--- src/rtl/dmem_pkg.sv ---
// Shared types and constants for the sized data memory.
// Access-size encoding, controller states and byte-lane width.
package dmem_pkg;

    localparam int unsigned BYTE_W = 8;

    typedef enum logic [1:0] {
        SZ_BYTE = 2'b00,
        SZ_HALF = 2'b01,
        SZ_WORD = 2'b10
    } mem_size_e;

    typedef enum logic {
        CLEAR,
        RUN
    } dmem_state_e;

endpackage

--- src/rtl/data_memory_sized_if.sv ---
// Request/response bus between the load/store unit (master) and the data memory (slave).
interface data_memory_sized_if #(
    parameter int unsigned ADDR_W = 32
);
    logic              req_valid;
    logic              req_ready;
    logic              req_write;
    logic [1:0]        req_size;
    logic              req_signed;
    logic [ADDR_W-1:0] req_addr;
    logic [31:0]       req_wdata;
    logic              rsp_valid;
    logic              rsp_ready;
    logic [31:0]       rsp_rdata;
    logic              rsp_fault;

    modport master (
        output req_valid, req_write, req_size, req_signed, req_addr, req_wdata, rsp_ready,
        input  req_ready, rsp_valid, rsp_rdata, rsp_fault
    );

    modport slave (
        input  req_valid, req_write, req_size, req_signed, req_addr, req_wdata, rsp_ready,
        output req_ready, rsp_valid, rsp_rdata, rsp_fault
    );
endinterface

--- src/rtl/dmem_lane_align.sv ---
// Combinational byte-lane steering: store strobes/replicated data and
// load extraction with zero or sign extension (little-endian lanes).
module dmem_lane_align
    import dmem_pkg::*;
(
    input  logic [1:0]  size,
    input  logic [1:0]  off_lo,
    input  logic        sign,
    input  logic [31:0] wdata,
    input  logic [31:0] rword,
    output logic [3:0]  wstrb,
    output logic [31:0] wword,
    output logic [31:0] ldata
);
    logic [31:0] shifted;

    always_comb begin
        wstrb = '0;
        wword = '0;
        case (mem_size_e'(size))
            SZ_BYTE: begin
                wstrb = 4'b0001 << off_lo;
                wword = {4{wdata[BYTE_W-1:0]}};
            end
            SZ_HALF: begin
                wstrb = off_lo[1] ? 4'b1100 : 4'b0011;
                wword = {2{wdata[15:0]}};
            end
            SZ_WORD: begin
                wstrb = 4'b1111;
                wword = wdata;
            end
            default: ;
        endcase
    end

    // Move the addressed lane down to bit 0 before extending.
    assign shifted = rword >> {off_lo, 3'b000};

    always_comb begin
        ldata = '0;
        case (mem_size_e'(size))
            SZ_BYTE: ldata = {{24{sign & shifted[7]}}, shifted[7:0]};
            SZ_HALF: ldata = {{16{sign & shifted[15]}}, shifted[15:0]};
            SZ_WORD: ldata = rword;
            default: ;
        endcase
    end
endmodule

--- src/rtl/data_memory_sized.sv ---
// Byte-addressed single-port data memory with sized loads/stores, fault flagging
// and post-reset clear. Define DMEM_ACCESS_CNT_EN to add load/store/fault counters.
module data_memory_sized
    import dmem_pkg::*;
#(
    parameter int unsigned       ADDR_W      = 32,
    parameter int unsigned       DEPTH_WORDS = 64,
    parameter logic [ADDR_W-1:0] BASE_ADDR   = '0
) (
    input  logic               clk,
    input  logic               rst_n,
    data_memory_sized_if.slave bus,
    output logic               busy
`ifdef DMEM_ACCESS_CNT_EN
    ,
    output logic [31:0]        ld_count,
    output logic [31:0]        st_count,
    output logic [31:0]        fault_count
`endif
);
    localparam int unsigned       IDX_W = $clog2(DEPTH_WORDS);
    localparam logic [ADDR_W:0]   SPAN  = (ADDR_W + 1)'(4 * DEPTH_WORDS);
    localparam logic [IDX_W-1:0]  LAST  = IDX_W'(DEPTH_WORDS - 1);

    dmem_state_e       state;
    logic [IDX_W-1:0]  clr_idx;
    logic [31:0]       mem [DEPTH_WORDS];
    logic [ADDR_W-1:0] off;
    logic [IDX_W-1:0]  widx;
    logic              fault;
    logic              accept;
    logic [3:0]        wstrb;
    logic [31:0]       wword;
    logic [31:0]       ldata;

    assign off  = bus.req_addr - BASE_ADDR;
    assign widx = off[IDX_W+1:2];

    always_comb begin
        fault = 1'b0;
        case (mem_size_e'(bus.req_size))
            SZ_BYTE: fault = 1'b0;
            SZ_HALF: fault = off[0];
            SZ_WORD: fault = |off[1:0];
            default: fault = 1'b1;
        endcase
        if (bus.req_addr < BASE_ADDR || {1'b0, off} >= SPAN) begin
            fault = 1'b1;
        end
    end

    assign bus.req_ready = (state == RUN) && (!bus.rsp_valid || bus.rsp_ready);
    assign accept        = bus.req_valid && bus.req_ready;

    dmem_lane_align u_align (
        .size   (bus.req_size),
        .off_lo (off[1:0]),
        .sign   (bus.req_signed),
        .wdata  (bus.req_wdata),
        .rword  (mem[widx]),
        .wstrb  (wstrb),
        .wword  (wword),
        .ldata  (ldata)
    );

    // Array has no reset; the CLEAR sweep zeroes it after every reset release.
    always_ff @(posedge clk) begin
        if (state == CLEAR) begin
            mem[clr_idx] <= '0;
        end else if (accept && bus.req_write && !fault) begin
            for (int unsigned b = 0; b < 4; b++) begin
                if (wstrb[b]) begin
                    mem[widx][b*BYTE_W +: BYTE_W] <= wword[b*BYTE_W +: BYTE_W];
                end
            end
        end
    end

    always_ff @(posedge clk or negedge rst_n) begin
        if (!rst_n) begin
            state         <= CLEAR;
            clr_idx       <= '0;
            busy          <= 1'b1;
            bus.rsp_valid <= 1'b0;
            bus.rsp_rdata <= '0;
            bus.rsp_fault <= 1'b0;
        end else begin
            case (state)
                CLEAR: begin
                    clr_idx <= clr_idx + 1'b1;
                    if (clr_idx == LAST) begin
                        state <= RUN;
                        busy  <= 1'b0;
                    end
                end
                RUN: begin
                    if (accept) begin
                        bus.rsp_valid <= 1'b1;
                        bus.rsp_rdata <= (bus.req_write || fault) ? '0 : ldata;
                        bus.rsp_fault <= fault;
                    end else if (bus.rsp_ready) begin
                        bus.rsp_valid <= 1'b0;
                    end
                end
                default: state <= CLEAR;
            endcase
        end
    end

`ifdef DMEM_ACCESS_CNT_EN
    always_ff @(posedge clk or negedge rst_n) begin
        if (!rst_n) begin
            ld_count    <= '0;
            st_count    <= '0;
            fault_count <= '0;
        end else if (accept) begin
            if (bus.req_write) st_count <= st_count + 1'b1;
            else               ld_count <= ld_count + 1'b1;
            if (fault)         fault_count <= fault_count + 1'b1;
        end
    end
`endif
endmodule

--- src/flat_wrapper.sv ---
// flat-port wrapper written by rule: the top's interface ports become plain ports
module data_memory_sized_flat import dmem_pkg::*;
#(
    parameter int unsigned       ADDR_W      = 32,
    parameter int unsigned       DEPTH_WORDS = 64,
    parameter logic [ADDR_W-1:0] BASE_ADDR   = '0
)
  (clk, rst_n, busy, bus_req_valid, bus_req_write, bus_req_size, bus_req_signed, bus_req_addr, bus_req_wdata, bus_rsp_ready, bus_req_ready, bus_rsp_valid, bus_rsp_rdata, bus_rsp_fault);
  data_memory_sized_if #(.ADDR_W(ADDR_W)) bus_i ();
  input  logic clk;
  input  logic rst_n;
  output logic busy;
  input wire logic [$bits(bus_i.req_valid)-1:0] bus_req_valid;
  input wire logic [$bits(bus_i.req_write)-1:0] bus_req_write;
  input wire logic [$bits(bus_i.req_size)-1:0] bus_req_size;
  input wire logic [$bits(bus_i.req_signed)-1:0] bus_req_signed;
  input wire logic [$bits(bus_i.req_addr)-1:0] bus_req_addr;
  input wire logic [$bits(bus_i.req_wdata)-1:0] bus_req_wdata;
  input wire logic [$bits(bus_i.rsp_ready)-1:0] bus_rsp_ready;
  output wire logic [$bits(bus_i.req_ready)-1:0] bus_req_ready;
  output wire logic [$bits(bus_i.rsp_valid)-1:0] bus_rsp_valid;
  output wire logic [$bits(bus_i.rsp_rdata)-1:0] bus_rsp_rdata;
  output wire logic [$bits(bus_i.rsp_fault)-1:0] bus_rsp_fault;
  assign bus_i.req_valid = bus_req_valid;
  assign bus_i.req_write = bus_req_write;
  assign bus_i.req_size = bus_req_size;
  assign bus_i.req_signed = bus_req_signed;
  assign bus_i.req_addr = bus_req_addr;
  assign bus_i.req_wdata = bus_req_wdata;
  assign bus_i.rsp_ready = bus_rsp_ready;
  assign bus_req_ready = bus_i.req_ready;
  assign bus_rsp_valid = bus_i.rsp_valid;
  assign bus_rsp_rdata = bus_i.rsp_rdata;
  assign bus_rsp_fault = bus_i.rsp_fault;
  data_memory_sized #(.ADDR_W(ADDR_W), .DEPTH_WORDS(DEPTH_WORDS), .BASE_ADDR(BASE_ADDR)) u_core (.clk(clk), .rst_n(rst_n), .bus(bus_i), .busy(busy));
endmodule
--- config.mk ---
export PLATFORM = sky130hd
export DESIGN_NAME = data_memory_sized_flat
export DESIGN_NICKNAME = d
export VERILOG_FILES = /design/src/rtl/dmem_pkg.sv /design/src/rtl/data_memory_sized_if.sv /design/src/rtl/dmem_lane_align.sv /design/src/rtl/data_memory_sized.sv /design/src/flat_wrapper.sv
export SDC_FILE = /design/constraint.sdc
export NUM_CORES = 2
export LEC_CHECK = 0
export BUFFER_PORTS_ARGS = -buffer_cell sky130_fd_sc_hd__buf_2
export CELL_PAD_IN_SITES_DETAIL_PLACEMENT = 1
export CELL_PAD_IN_SITES_GLOBAL_PLACEMENT = 1
export CORE_MARGIN = 2
export CORE_UTILIZATION = 55
export DETAILED_ROUTE_END_ITERATION = 10
export PLACE_DENSITY = 0.89
export SETUP_SLACK_MARGIN = 0.2
export SLEW_MARGIN = 5
export SYNTH_ARGS = -nofsm -noshare
export SYNTH_HDL_FRONTEND = slang
export SYNTH_SLANG_ARGS = --single-unit
--- constraint.sdc ---
create_clock -name clk -period 4.6 [get_ports clk]
set_input_delay 0.92 -clock clk [delete_from_list [all_inputs] [get_ports clk]]
set_output_delay 0.92 -clock clk [all_outputs]
set_load 0.005 [all_outputs]
==> impl_table.tex <==
\begin{tabular}{lr}
\hline
Metric & Value \\
\hline
\multicolumn{2}{l}{\textbf{Clock tree}} \\
H-tree levels & 4 \\
Hold-fix buffers, CTS & 0 \\
Maximum buffer depth of the clock tree & 3 \\
CTS Root Buffer Type & clkbuf\_16 \\
TritonCTS clock tree & yes \\
Worst-path clk slew & around 0.070 ns \\
Clock insertion delay at the later pin of the skew report & about 0.9 ns \\
Clock buffers created by TritonCTS & 202 \\
Num Clock Sinks & 2,090 \\
\multicolumn{2}{l}{\textbf{STA}} \\
RSZ-0062 raised after global routing & false \\
Hold Vio Cnt, Final & 0 \\
Time the worst path needs with I/O delays and setup & $\sim$4.7 ns \\
Final count of negative-setup-slack endpoints & 6 \\
Worst Clk Skew & $\sim$0.074 ns \\
Max transition margin & 1.27\% \\
Slew at the pin closest to its max-slew limit & $\sim$1.5 ns \\
Final Max Slew Viols & 0 \\
Slack of the critical path & -0.138 ns \\
Final worst hold slack & 0.113 ns \\
Fin crit share & 103\% \\
Highest attainable clock frequency & 211 MHz \\
\multicolumn{2}{l}{\textbf{Placed design}} \\
Final weighted congestion in routability-driven placement & $\sim$1.0 \\
IO buf count & 107 \\
Worst setup timing slack at the placement stage & -0.683 ns \\
Total placed instance area & roughly 90,000 sq um \\
HPWL after detailed placement & 183,000 um \\
\multicolumn{2}{l}{\textbf{Run status}} \\
Status & complete, but fails checks \\
Violations in the final reports & setup timing \\
\multicolumn{2}{l}{\textbf{Global routing}} \\
Met2 track utilization from global routing & 59.1\% \\
Fraction of met3 tracks used by global routing & 17.0\% \\
Overall Global Routing Usage & 39.8\% \\
Global-route congestion overflow total & 0 \\
M1 GR Usage & roughly 48\% \\
Number of antenna violations at the first check in global routing & 34 \\
Global-route wire length before repair & roughly 420,000 um \\
Maximum number of pins on one net before global-route repair & 65 \\
Global-route layer with the greatest usage & met2 \\
Number of global-route vias before repair & 52,400 \\
\multicolumn{2}{l}{\textbf{Route}} \\
DRC violations left & 0 \\
Avg WL per Cell & 43.7 um \\
Via count of the routed design & around 52,000 \\
Detailed-route vias per instance & around 7.5 \\
Overall routed net length & 303,000 um \\
Count of antenna-violating nets left after detailed routing & 0 \\
Starting DRT DRC Count & 10,300 \\
Total iterations of the first detailed-routing run & 10 \\
\multicolumn{2}{l}{\textbf{Worst setup path}} \\
Signal arrival time at the worst endpoint & 5.32 ns \\
Highest fanout seen on the critical path & 18 \\
Worst Setup End Kind & register \\
Critical path class & in2reg \\
Setup crit start kind & primary input \\
Required time of the worst setup path & 5.18 ns \\
\multicolumn{2}{l}{\textbf{Floorplanning}} \\
Die Y & 393 um \\
Core box area & 150,000 sq um \\
Die W & about 390 um \\
Boundary pin count & 108 \\
Die Area & 154,000 sq um \\
Rows & 142 \\
Initial Util & 55.4\% \\
\multicolumn{2}{l}{\textbf{Power and ir drop}} \\
Total power after layout & a little under 0.04 W \\
VDD IR-drop max & 0.525 mV \\
Power Dens Cells & 411 nW/um\^{}2 \\
Leakage & 26.7 nW \\
\multicolumn{2}{l}{\textbf{Cells and area}} \\
Number of nets at the end of the flow & 4,786 \\
Layout cells sized above 1 & 29.2\% \\
Final core occ & 64.1\% \\
Area growth syn-to-layout & 15.7\% \\
Total non-filler cell area in the finished layout & slightly below 100,000 sq um \\
\multicolumn{2}{l}{\textbf{Synthesis}} \\
Main flop type after synthesis & edfxtp\_1 \\
Number of flops mapped to enable cells by yosys & around 2,000 \\
Synth Instances & 4,188 \\
Dominant cell type by area after synthesis & edfxtp\_1 \\
Sequential cell area fraction in the yosys report & 75.3\% \\
Synthesized area divided by synthesized cell count & 19.8 sq um \\
Cell with the most instances after synthesis & edfxtp\_1 \\
Count of distinct cell types in the synthesized netlist & just under 80 \\
Share of flip-flops with an asynchronous set or reset & 2.01\% \\
Top-area cell type share of the netlist area & around 74\% \\
Number of synthesized register bits & between 2,000 and 2,500 \\
Post-Syn Area & 83,000 sq um \\
Syn\_nets & 4,261 \\
Number of warnings reported in the yosys synthesis log & 0 \\
Commonest cells in the netlist & edfxtp\_1, mux4\_2, nor2\_1 \\
Leading cell types by total area after synthesis & edfxtp\_1, mux4\_2, mux2i\_1, nor2\_1, dfrtp\_1 \\
\multicolumn{2}{l}{\textbf{Hold path}} \\
Hold Path Class & in2async \\
\multicolumn{2}{l}{\textbf{Job}} \\
Max cap viols & 0 \\
\hline
\end{tabular}
==> power breakdown <==
group,switching [W],total (W),internal (W)
clock network,0.00775,0.0175,0.00970
registers,0,0.0206,0.0206
logic,0.00103,0.00150,0.000469
total,0.00878,0.0395,0.0307
==> placed cells by master, fill, tap and decap left out, types with 23 or more instances in the layout <==
| cell type | synthesis | routed |
|---|---|---|
| mux4_2 | 466 | 466 |
| a21oi_1 | 72 | 53 |
| clkbuf_16 | 0 | 206 |
| clkinv_1 | 1 | 49 |
| clkinv_2 | 0 | 35 |
| buf_2 | 71 | 102 |
| diode_2 | 0 | 23 |
| dfrtp_1 | 41 | 41 |
| clkbuf_1 | 93 | 35 |
| mux2i_1 | 219 | 219 |
| nand2_1 | 177 | 177 |
| nor2_1 | 286 | 276 |
| nor3_1 | 44 | 44 |
| buf_4 | 44 | 420 |
| o21ai_0 | 46 | 46 |
| nand3_1 | 66 | 64 |
| edfxtp_1 | 2048 | 2048 |
| buf_12 | 0 | 46 |
| bufinv_16 | 0 | 25 |
| a22oi_1 | 122 | 122 |
==> worst max-delay path: stages <==
cell and delay, ns:
buf_2 0.21, nor4_1 0.40, nand2_1 0.43, nor4_2 0.28
buf_4 0.29, nand3_4 0.25, o31ai_2 0.97, nand2_1 0.71
nor2_1 0.58, buf_4 0.26
==> routing by layer <==
layer,wire length [um],vias to the layer above
met5,1650,-
met4,23100,59
met3,47900,1615
met2,135000,5835
met1,95400,26100
li1,-,18400
==> per-stage QoR <==
stage	setup TNS [ns]	std cells
final	-0.780	6923
after global routing	0	6906
after CTS	0	6900
after detailed placement	-190.02	6525
after global placement	-149.03	6525
after floorplan	-145.35	4188
==> final cells by class <==
cell class | instances | area, sq um
Fill cell | 12300 | 53700
Sequential cell | 2090 | 62600
Multi-Input combinational cell | 1841 | 19500
Clock inverter | 130 | 1400
Tap cell | 2016 | 2520
Inverter | 7 | 28.8
Clock buffer | 245 | 5340
Antenna cell | 23 | 57.6
Timing Repair Buffer | 571 | 4630
==> flip-flops by register name, summed over array words and instances (netlist names) <==
name / cells
u_core.bus.rsp_valid: 1
u_core.bus.rsp_rdata: 32
u_core.mem: 2048
u_core.state: 1
u_core.busy: 1
u_core.bus.rsp_fault: 1
u_core.clr_idx: 6
==> logic make-up (layout without fill, tap and decap cells) <==
group / Yosys count / after routing / share of synthesized area, %
XOR/XNOR: 5 / 5 / 0.0528
adder cells (fa/ha/maj): 1 / 1 / 0.0151
AND/OR/NAND/NOR: 710 / 710 / 3.88
buffers and inverters: 257 / 953 / 1.63
AO/OA/AOI/OAI: 419 / 419 / 3.51
flip-flops: 2090 / 2090 / 75.3
other: 0 / 23 / 0
multiplexers: 706 / 706 / 15.6
==> what timing repair did <==
item | in CTS | in global routing
resized for setup | 2 | 0
buffers inserted | 0 | 0
endpoints found under the setup margin | 182 | 0
==> path summary, 6_finish.rpt <==
path	from	endpoint	slack, ns	cells past startpoint
worst min register to register	u_core.busy	u_core.busy	0.48	1
worst max-delay path	bus_req_addr[21]	u_core.mem[20][3]	-0.14	10
worst max register to register	u_core.bus.rsp_valid	u_core.mem[20][3]	0.27	9
worst min-delay path	rst_n	u_core.bus.rsp_rdata[28]	0.11	1
min in group clk	bus_rsp_ready	u_core.bus.rsp_valid	0.36	3
max in group asynchronous	rst_n	u_core.busy	3.49	2
No activity file was read; power rests on OpenSTA's default activity.
